`src/rtl/proc_pkg.sv`:
```
// Shared definitions for the processor datapath: default widths, the memory-stage
// FSM encoding and the instruction field layout used by the control sequencer.
package proc_pkg;

    localparam int DATA_W_DEF = 18;
    localparam int ADDR_W_DEF = 13;

    typedef enum logic [1:0] {
        IDLE    = 2'd0,
        RD_WAIT = 2'd1,
        RD_DONE = 2'd2
    } mem_state_e;

    // Instruction word layout: opcode | addressing mode | direct address
    localparam int OPC_MSB  = 17;
    localparam int OPC_LSB  = 15;
    localparam int MODE_MSB = 14;
    localparam int MODE_LSB = 13;
    localparam int IADR_MSB = 12;
    localparam int IADR_LSB = 0;

endpackage

```
`src/rtl/mar_mdr_mem_unit_if.sv`:
```
// Sequencer-to-memory-stage strobe bus; the sequencer is master, the memory stage slave.
interface mar_mdr_mem_unit_if #(
    parameter int DATA_W = proc_pkg::DATA_W_DEF,
    parameter int ADDR_W = proc_pkg::ADDR_W_DEF
);
    logic              wMAR;
    logic              rMAR;
    logic              rMem;
    logic              wMem;
    logic              wMDRmem;
    logic              wMDRbus;
    logic              rMDR;
    logic [DATA_W-1:0] bus_in;
    logic [DATA_W-1:0] bBus;
    logic [ADDR_W-1:0] mar_q;
    logic              rd_valid;
    logic              busy;
    logic              err;

    modport master (
        output wMAR, rMAR, rMem, wMem, wMDRmem, wMDRbus, rMDR, bus_in,
        input  bBus, mar_q, rd_valid, busy, err
    );

    modport slave (
        input  wMAR, rMAR, rMem, wMem, wMDRmem, wMDRbus, rMDR, bus_in,
        output bBus, mar_q, rd_valid, busy, err
    );
endinterface

```
`src/rtl/mem_array.sv`:
```
// Single-port synchronous word RAM with a registered read port; contents are
// deliberately never reset so they survive a datapath reset.
module mem_array #(
    parameter int DATA_W = 18,
    parameter int DEPTH  = 256,
    parameter int AW     = 8
) (
    input  logic              clk,
    input  logic              we,
    input  logic              re,
    input  logic [AW-1:0]     addr,
    input  logic [DATA_W-1:0] wdata,
    output logic [DATA_W-1:0] rdata_q
);
    logic [DATA_W-1:0] mem [DEPTH];

    always_ff @(posedge clk) begin
        if (we) begin
            mem[addr] <= wdata;
        end
        if (re) begin
            rdata_q <= mem[addr];
        end
    end
endmodule

```
`src/rtl/mar_mdr_mem_unit.sv`:
```
// Memory-side datapath stage: MAR/MDR registers, fixed-latency reads and single-cycle
// writes into a word RAM. Optional macro MEM_BOUNDS_CHECK_EN suppresses accesses with MAR >= DEPTH.
module mar_mdr_mem_unit
    import proc_pkg::*;
#(
    parameter int DATA_W   = DATA_W_DEF,
    parameter int ADDR_W   = ADDR_W_DEF,
    parameter int DEPTH    = 256,
    parameter int READ_LAT = 2
) (
    input  logic               clk,
    input  logic               reset,
    mar_mdr_mem_unit_if.slave  mif
);
    localparam int AW = (DEPTH > 1) ? $clog2(DEPTH) : 1;

    mem_state_e        state_q, state_d;
    logic [ADDR_W-1:0] mar_q, mar_d;
    logic [DATA_W-1:0] mdr_q, mdr_d;
    logic [DATA_W-1:0] rdata_q, rdata_d;
    logic              rd_valid_q, rd_valid_d;
    logic              busy_q, busy_d;
    logic              err_q, err_d;
    logic [1:0]        lat_cnt_q, lat_cnt_d;
    logic [AW-1:0]     last_addr_q, last_addr_d;

    logic [AW-1:0]     mem_addr;
    logic              addr_ok;
    logic              rd_req, wr_req, launch, wr_fire, wr_perform;
    logic [DATA_W-1:0] ram_dout, pipe_out;

    assign mem_addr = AW'(mar_q % DEPTH);

`ifdef MEM_BOUNDS_CHECK_EN
    assign addr_ok = (32'(mar_q) < 32'(DEPTH));
`else
    assign addr_ok = 1'b1;
`endif

    assign rd_req     = mif.rMem & mif.rMAR;
    assign wr_req     = mif.wMem & mif.rMAR;
    // A MAR load in the same cycle wins over a read launch: the read would target a stale address
    assign launch     = rd_req & ~mif.wMem & ~mif.wMAR & (state_q == IDLE);
    assign wr_fire    = wr_req & (state_q != RD_WAIT);
    assign wr_perform = wr_fire & addr_ok;

    mem_array #(
        .DATA_W (DATA_W),
        .DEPTH  (DEPTH),
        .AW     (AW)
    ) u_mem (
        .clk     (clk),
        .we      (wr_perform),
        .re      (launch),
        .addr    (mem_addr),
        .wdata   (mdr_q),
        .rdata_q (ram_dout)
    );

    // RAM output is valid one cycle after launch; the remaining latency is a free-running delay line
    generate
        if (READ_LAT > 1) begin : g_pipe
            for (genvar gi = 0; gi < READ_LAT - 1; gi++) begin : g_stage
                logic [DATA_W-1:0] stage_q;
                logic [DATA_W-1:0] stage_d;
                if (gi == 0) begin : g_first
                    assign stage_d = ram_dout;
                end else begin : g_next
                    assign stage_d = g_stage[gi-1].stage_q;
                end
                always_ff @(posedge clk or negedge reset) begin
                    if (!reset) begin
                        stage_q <= '0;
                    end else begin
                        stage_q <= stage_d;
                    end
                end
            end
            assign pipe_out = g_stage[READ_LAT-2].stage_q;
        end else begin : g_nopipe
            assign pipe_out = ram_dout;
        end
    endgenerate

    always_comb begin
        state_d     = state_q;
        mar_d       = mar_q;
        mdr_d       = mdr_q;
        rdata_d     = rdata_q;
        rd_valid_d  = rd_valid_q;
        busy_d      = busy_q;
        err_d       = err_q;
        lat_cnt_d   = lat_cnt_q;
        last_addr_d = last_addr_q;

        if (mif.wMDRbus) begin
            mdr_d = mif.bus_in;
            if (mif.wMDRmem) begin
                err_d = 1'b1;
            end
        end else if (mif.wMDRmem) begin
            if (rd_valid_q) begin
                mdr_d = rdata_q;
            end else begin
                err_d = 1'b1;
            end
        end

        if (wr_req && (rd_req || state_q == RD_WAIT)) begin
            err_d = 1'b1;
        end
        if ((launch || wr_fire) && !addr_ok) begin
            err_d = 1'b1;
        end

        case (state_q)
            IDLE: begin
                if (launch) begin
                    state_d     = RD_WAIT;
                    busy_d      = 1'b1;
                    rd_valid_d  = 1'b0;
                    lat_cnt_d   = 2'(READ_LAT - 1);
                    last_addr_d = mem_addr;
                end
            end
            RD_WAIT: begin
                if (lat_cnt_q == 2'd0) begin
                    state_d    = RD_DONE;
                    busy_d     = 1'b0;
                    rd_valid_d = 1'b1;
                    rdata_d    = addr_ok ? pipe_out : '0;
                end else begin
                    lat_cnt_d = lat_cnt_q - 2'd1;
                end
            end
            RD_DONE: begin
                if (!mif.rMem) begin
                    state_d = IDLE;
                end
            end
            default: begin
                state_d = IDLE;
                busy_d  = 1'b0;
            end
        endcase

        if (wr_perform && mem_addr == last_addr_q) begin
            rd_valid_d = 1'b0;
        end

        // MAR reload invalidates everything tied to the old address, including a read in flight
        if (mif.wMAR) begin
            mar_d      = mif.bus_in[ADDR_W-1:0];
            rd_valid_d = 1'b0;
            busy_d     = 1'b0;
            state_d    = IDLE;
            rdata_d    = rdata_q;
        end
    end

    always_ff @(posedge clk or negedge reset) begin
        if (!reset) begin
            state_q     <= IDLE;
            mar_q       <= '0;
            mdr_q       <= '0;
            rdata_q     <= '0;
            rd_valid_q  <= 1'b0;
            busy_q      <= 1'b0;
            err_q       <= 1'b0;
            lat_cnt_q   <= '0;
            last_addr_q <= '0;
        end else begin
            state_q     <= state_d;
            mar_q       <= mar_d;
            mdr_q       <= mdr_d;
            rdata_q     <= rdata_d;
            rd_valid_q  <= rd_valid_d;
            busy_q      <= busy_d;
            err_q       <= err_d;
            lat_cnt_q   <= lat_cnt_d;
            last_addr_q <= last_addr_d;
        end
    end

    assign mif.bBus     = mif.rMDR ? mdr_q : '0;
    assign mif.mar_q    = mar_q;
    assign mif.rd_valid = rd_valid_q;
    assign mif.busy     = busy_q;
    assign mif.err      = err_q;
endmodule

```
`src/flat_wrapper.sv`:
```
// flat-port wrapper written by rule: the top's interface ports become plain ports
module mar_mdr_mem_unit_flat import proc_pkg::*;
#(
    parameter int DATA_W   = DATA_W_DEF,
    parameter int ADDR_W   = ADDR_W_DEF,
    parameter int DEPTH    = 256,
    parameter int READ_LAT = 2
)
  (clk, reset, mif_wMAR, mif_rMAR, mif_rMem, mif_wMem, mif_wMDRmem, mif_wMDRbus, mif_rMDR, mif_bus_in, mif_bBus, mif_mar_q, mif_rd_valid, mif_busy, mif_err);
  mar_mdr_mem_unit_if #(.DATA_W(DATA_W), .ADDR_W(ADDR_W)) mif_i ();
  input  logic clk;
  input  logic reset;
  input wire logic [$bits(mif_i.wMAR)-1:0] mif_wMAR;
  input wire logic [$bits(mif_i.rMAR)-1:0] mif_rMAR;
  input wire logic [$bits(mif_i.rMem)-1:0] mif_rMem;
  input wire logic [$bits(mif_i.wMem)-1:0] mif_wMem;
  input wire logic [$bits(mif_i.wMDRmem)-1:0] mif_wMDRmem;
  input wire logic [$bits(mif_i.wMDRbus)-1:0] mif_wMDRbus;
  input wire logic [$bits(mif_i.rMDR)-1:0] mif_rMDR;
  input wire logic [$bits(mif_i.bus_in)-1:0] mif_bus_in;
  output wire logic [$bits(mif_i.bBus)-1:0] mif_bBus;
  output wire logic [$bits(mif_i.mar_q)-1:0] mif_mar_q;
  output wire logic [$bits(mif_i.rd_valid)-1:0] mif_rd_valid;
  output wire logic [$bits(mif_i.busy)-1:0] mif_busy;
  output wire logic [$bits(mif_i.err)-1:0] mif_err;
  assign mif_i.wMAR = mif_wMAR;
  assign mif_i.rMAR = mif_rMAR;
  assign mif_i.rMem = mif_rMem;
  assign mif_i.wMem = mif_wMem;
  assign mif_i.wMDRmem = mif_wMDRmem;
  assign mif_i.wMDRbus = mif_wMDRbus;
  assign mif_i.rMDR = mif_rMDR;
  assign mif_i.bus_in = mif_bus_in;
  assign mif_bBus = mif_i.bBus;
  assign mif_mar_q = mif_i.mar_q;
  assign mif_rd_valid = mif_i.rd_valid;
  assign mif_busy = mif_i.busy;
  assign mif_err = mif_i.err;
  mar_mdr_mem_unit #(.DATA_W(DATA_W), .ADDR_W(ADDR_W), .DEPTH(DEPTH), .READ_LAT(READ_LAT)) u_core (.clk(clk), .reset(reset), .mif(mif_i));
endmodule
```
`config.mk`:
```
export PLATFORM = sky130hd
export DESIGN_NAME = mar_mdr_mem_unit_flat
export DESIGN_NICKNAME = d
export VERILOG_FILES = /design/src/rtl/proc_pkg.sv /design/src/rtl/mar_mdr_mem_unit_if.sv /design/src/rtl/mem_array.sv /design/src/rtl/mar_mdr_mem_unit.sv /design/src/flat_wrapper.sv
export SDC_FILE = /design/constraint.sdc
export NUM_CORES = 2
export LEC_CHECK = 0
export CAP_MARGIN = 5
export CORE_UTILIZATION = 39
export DETAILED_ROUTE_END_ITERATION = 8
export PLACE_DENSITY_LB_ADDON = 0.1
export SYNTH_ARGS = -nofsm -noshare
export SYNTH_HDL_FRONTEND = slang
export SYNTH_HIERARCHICAL = 1
export SYNTH_MEMORY_MAX_BITS = 65536
export SYNTH_SLANG_ARGS = --single-unit
```
`constraint.sdc`:
```
create_clock -name clk -period 5.81 [get_ports clk]
set_input_delay 1.4525 -clock clk [delete_from_list [all_inputs] [get_ports clk]]
set_output_delay 1.4525 -clock clk [all_outputs]
set_load 0.01 [all_outputs]
```
* Word level (Yosys, flattened, before mapping)
Memory sizes are Yosys's and may differ from the RTL's. A register that Yosys moved wholly into a read port is not among the register bits.
Index checks and enable logic that the tools add are counted.
** Word-level totals
- Memories kept :: 1
- Register bits :: 82
- Logic and storage cells :: 78
- Bits of input ports :: 27
- Memory bits (writable) :: 4608
- Output and inout bits :: 34
** Memory list
- u_core.u_mem.mem :: depth 256, bits a word 18, read ports 1, clocked after memory_dff 1, write ports 1, line mem_array.sv:15 : logic [DATA_W-1:0] mem [DEPTH];
** Operators by class
- Equality and inequality tests :: 13
- Reductions and logical operators :: 18
- Bitwise logic cells :: 8
- $add $sub $neg :: 1
- Muxes and demuxes :: 27
** Operator list (number)
- two-way mux 18 bit :: 4
- AND reduction 3 bit :: 5
- two-way mux 1 bit :: 14
- two-way mux 2 bit :: 5
- inequality test 3 bit (second input constant) :: 3
- equality test 8 bit :: 1
- nonzero test 2 bit :: 4
- AND 1 bit :: 6
- one-hot mux 2 bit (3 select lines) :: 1
- AND reduction 2 bit :: 3
- logical NOT 2 bit :: 2
- inequality test 2 x 1 -> 1 bit (second input constant) :: 2
- inequality test 2 bit (second input constant) :: 2
- inequality test 4 x 3 -> 1 bit (second input constant) :: 1
- inequality test 4 bit (second input constant) :: 1
- one-hot mux 2 bit (2 select lines) :: 1
- nonzero test 4 bit :: 1
- inequality test 3 x 2 -> 1 bit (second input constant) :: 1
- one-hot mux 1 bit (3 select lines) :: 1
- equality test 2 x 1 -> 1 bit (second input constant) :: 1
- equality test 2 bit (second input constant) :: 1
- logical AND 1 bit :: 2
- inverter 1 bit :: 2
- one-hot mux 1 bit (2 select lines) :: 1
- 2 further kinds :: 2

* Logic depth before layout (Yosys ltp)
- Word-level depth :: 8
- Mapped depth :: 10
- Gate-level depth less buffers :: 6

* Modules after synthesis
The synthesis kept the hierarchy.
** Modules (own cells, without submodules)
- mem_array :: seq. area each 138913.2 um^2, cells an instance 7523, area an instance 174795.1 um^2, times used 1
- mar_mdr_mem_unit :: seq. area each 2052.0 um^2, cells an instance 267, area an instance 3333.2 um^2, times used 1

* Worst setup path before layout
No wires, ideal clock.
- Path kind :: register to output
- Start :: register u_core.mdr_q[0]
- End :: output mif_bBus[0]
- Arrival time :: 3.632 ns
- Slack :: 0.726 ns
- Data required time :: 4.358 ns
- Cell stages (with the launch flop) :: 2
- Path buffers :: 0
- Path through :: dfrtp_1 -> and2_1
** On the way
- Word-level cells in the longest chain between the ends :: 1
** Ends and longest elaborated chain
- from (decl) :: line mar_mdr_mem_unit.sv:19 : logic [DATA_W-1:0] mdr_q, mdr_d;
- from (signal assigned) :: line mar_mdr_mem_unit.sv:175 : mdr_q <= mdr_d;
- two-way mux 18 bit :: line mar_mdr_mem_unit.sv:185 : assign mif.bBus = mif.rMDR ? mdr_q : '0;
- to (decl) :: line flat_wrapper.sv:21 : output wire logic [$bits(mif_i.bBus)-1:0] mif_bBus;
Every way passes these cells.

* Worst setup path after layout
- Start :: register u_core.mar_q[1], in the netlist u_core/mif.mar_q[1]
- End :: output mif_mar_q[1]
** RTL lines
- from (decl) :: line mar_mdr_mem_unit.sv:18 : logic [ADDR_W-1:0] mar_q, mar_d;
- from (signal assigned) :: line mar_mdr_mem_unit.sv:174 : mar_q <= mar_d;
- to (decl) :: line flat_wrapper.sv:22 : output wire logic [$bits(mif_i.mar_q)-1:0] mif_mar_q;
No word-level cell between the ends.

==> metrics.md <==
| Metric | Value |
|---|---|
| Synthesis-stage register bit count | 4708 |
| # DRC | 0 |
| Crit path buf inv count | 2 |
| Slew HR | 16.0% |
| Drt first-iter violations | 9592 |
| Netlist cell types | 39 |
| Non-Filler Cell Area, Final | 0.207 mm^2 |
| Clock buffer depth | 4 |
| Largest cells by area after synthesis | edfxtp_1 78%, mux4_2 15%, a22oi_1 2.4%, dfrtp_1 1.2%, a21oi_1 0.82% |
| Worst vdd rail ir drop | 0.252 mV |
| Final setup viols | 0 |
| Overflow left after global routing | 0 |
| R2R Path Start | u_core/mif.mar_q[0]$_DFFE_PN0P_ |
| Cells along the critical path | buf_4 > clkdlybuf4s50_1 |
| Avg WL per Cell | 35.7 um |
| Type of origin of the critical path | register |
| Power Dens Cells | 370 mW/mm^2 |
| CP Class | register to output pin |
| Worst path max stage delay | 1.20 ns |
| Die H | 678 um |
| Crit. End Element | output pin |
| Measured slew at the worst slew-check pin | 1.26 ns |
| # rows | 247 |
| Num ports | 61 |
| CTS Root Buffer Type | clkbuf_16 |
| Worst-path clk slew | 0.06 ns |
| Worst Skew | 0.0499 ns |
| CTS tree | yes |
| Via-per-instance ratio | 5.82 |
| Vias in the first global route | 88100 |
| Post-Route WL | 532000 um |
| Antenna violation net count after detailed routing | 0 |
| Mapped Avg Cell Area | 22.9 um^2 |
| Post-CTS sizing | 0 |
| Synth-to-layout area growth | 16.1% |
| Outcome | complete, no violations |
| HP Start | u_core/u_mem/rdata_q[4]$_DFFE_PP_ |
| First-pass GRT wire length | 730000 um |
| Crit share post-route | 82.1% |
| Input/output buffers | 60 |
| Dominant cell type by area after synthesis | edfxtp_1 |
| Post-synth EDFFs | 4626 |
| Fin Setup TNS | 0 ns |
| Die area | 0.459 mm^2 |
| Largest net degree at the start of global routing | 161 |
| Tmin final | 4.77 ns |
| Top cell type's share of synthesized area | 78.0% |
| Number of post-CTS setup repair buffers | 0 |
| Core area | 0.454 mm^2 |
| Clk Latency, worst-skew pair | 1.04 ns |
| Kind of cell adding the most delay to the critical path | flip-flops |
| RSZ-0062 raised after global routing | no |
| Prevailing post-synth register cell | edfxtp_1 |
| Crit path required time | 4.36 ns |
| Number of hold-repair buffers added at the cts stage | 0 |
| TritonRoute pass-1 iters | 6 |
| H-tree depth | 6 |
| Layout cell share with drive strength beyond 1 | 31.3% |
| Number of clock sinks | 4708 |
| Final nets | 8533 |
| HP Class | register to register |
| Chip Width | 678 um |
| Initial antenna violation count | 35 |
| Synth Net Count | 7818 |
| Leakage | 64.3 nW |
| Syn Inst Count | 7790 |
| Netlist Area Pre-Place | 0.178 mm^2 |
| Starting Density | 39.3% |
| Ys async rst share | 1.74% |
| Critical-path top delay cell | dfrtp_4 |
| Finished Core Util | 45.6% |
| Final slew viol count | 0 |
| Total CTS buffers | 521 |
| CP startpoint | u_core/mif.mar_q[1]$_DFFE_PN0P_ |
| Vias | 86700 |
| Final Power | 0.0765 W |
| Crit-path max FO | 29 |
| Placer Congestion | 0.822 |
| GRT Total Usage | 22.8% |
| Area after DPL | 0.191 mm^2 |
| Final hold violation count | 0 |
| Half-perimeter wire length after placement | 325000 um |
| Syn. warnings | 6 |
| Sequential area share after synthesis | 79.1% |
| Achievable frequency | 210 MHz |
| Total of max-cap violations | 0 |
| CP arrival | 3.32 ns |
==> registers in the layout, summed over array words and instances (netlist names) <==
name / count
u_core/g_pipe.g_stage.stage_q: 18
u_core/last_addr_q: 8
u_core/lat_cnt_q: 2
u_core/mdr_q: 18
u_core/mif.busy: 1
u_core/mif.err: 1
u_core/mif.mar_q: 13
u_core/mif.rd_valid: 1
u_core/rdata_q: 18
u_core/state_q: 2
u_core/u_mem/mem: 4608
u_core/u_mem/rdata_q: 18
==> cell families after synthesis <==
kind of cell	share of synthesized area (%)
adder cells (fa/ha/maj)	0.00702
XOR/XNOR	0.0393
buffers and inverters	1.25
AO/OA/AOI/OAI	3.68
multiplexers	14.9
AND/OR/NAND/NOR	1.03
flip-flops	79.1
==> per-layer routing <==
| layer | GRT usage, % | share of wire, % | wire [um] |
|---|---|---|---|
| met1 | 33.2 | 43 | 229000 |
| met2 | 35.9 | 47 | 251000 |
| met3 | 3.96 | 7.1 | 37800 |
| met4 | 5.74 | 2.6 | 13800 |
| met5 | 0 | 0.0077 | 41 |
==> final timing paths <==
kind | cells past startpoint | slack [ns] | end
hold / removal | 0 | 0.35 | u_core/g_pipe.g_stage[0].stage_q[4]$_DFF_PN0_
setup reg to reg | 8 | 1.23 | u_core/u_mem/rdata_q[3]$_DFFE_PP_
min in group asynchronous | 1 | 0.41 | u_core/mif.mar_q[8]$_DFFE_PN0P_
hold reg to reg | 0 | 0.35 | u_core/g_pipe.g_stage[0].stage_q[4]$_DFF_PN0_
max in group asynchronous | 2 | 4.20 | u_core/mdr_q[12]$_DFFE_PN0P_
setup / recovery | 2 | 1.04 | mif_mar_q[1]
==> power by group <==
part / internal (W) / switching [W] / total, W / leakage [nW]
sequential: 0.0380 / 0.000302 / 0.0383 / 42.8
combinational: 0.00221 / 0.00450 / 0.00672 / 13.6
clock: 0.0182 / 0.0134 / 0.0315 / 7.85
total: 0.0584 / 0.0182 / 0.0765 / 64.3
==> worst reg2reg max path, cell delays in order (launching register included) <==
cell     delay [ns]
dfrtp_4        1.10
buf_12         0.31
buf_4          0.78
mux4_2         0.62
a22oi_1        0.19
a21oi_1        0.18
o41ai_2        0.66
buf_4          0.29
nand4_1        0.16
==> cell usage in the layout, fill, tap and decap left out, types with 11 or more instances in the layout <==
master,Yosys,layout
o41ai_2,0,50
a22oi_1,576,576
and2_1,21,20
clkinv_2,0,62
dfrtp_1,82,62
a21oi_1,293,293
mux4_2,1152,1152
buf_4,25,550
clkdlybuf4s50_1,0,58
clkinv_1,0,99
nand2_1,72,64
clkinv_8,0,12
nor2_2,0,166
dfrtp_4,0,20
mux2i_1,18,18
mux2_2,31,31
edfxtp_1,4626,4626
clkbuf_1,289,138
clkinvlp_4,0,11
clkbuf_16,0,539
o21ai_0,22,22
inv_6,0,23
nand4_1,18,18
nor3_2,0,30
o41ai_1,72,17
nor2_1,236,67
diode_2,0,26
buf_12,0,63
bufinv_16,0,24
==> synth_stat cells (5+ instances only) <==
cell type and n:
a22oi_1 576, clkbuf_1 289, mux2i_1 18, xor2_1 7, o41ai_1 72, buf_6 23
mux2_2 31, nand3_1 14, dfrtp_1 82, o21ai_0 22, nor2_1 236, buf_2 91
nor2b_1 8, a21oi_1 293, buf_4 25, inv_1 5, nand2b_1 8, and2_1 21
buf_1 51, nor3_1 32, nand4_1 18, mux4_2 1152, nand2_1 72, edfxtp_1 4626
==> final cells by class <==
cell class / instances / area (um^2)
Fill cell: 37900 / 247000
Sequential cell: 4708 / 141000
Multi-Input combinational cell: 2596 / 36100
Clock buffer: 682 / 14100
Tap cell: 5976 / 7480
Timing Repair Buffer: 672 / 5980
Clock inverter: 243 / 2060
Antenna cell: 26 / 65.1
Inverter: 6 / 25.0
==> stage by stage <==
step	setup WS, ns	instances	hold slack [ns]
finish	1.04	14900	0.347
global route	0.952	14900	0.351
CTS	0.894	14900	0.344
detailed placement	0.840	14000	0.334
global placement	0.718	14000	0.333
floorplan	0.726	7790	0.331
Note: power is estimated with default switching activity, not from simulation.
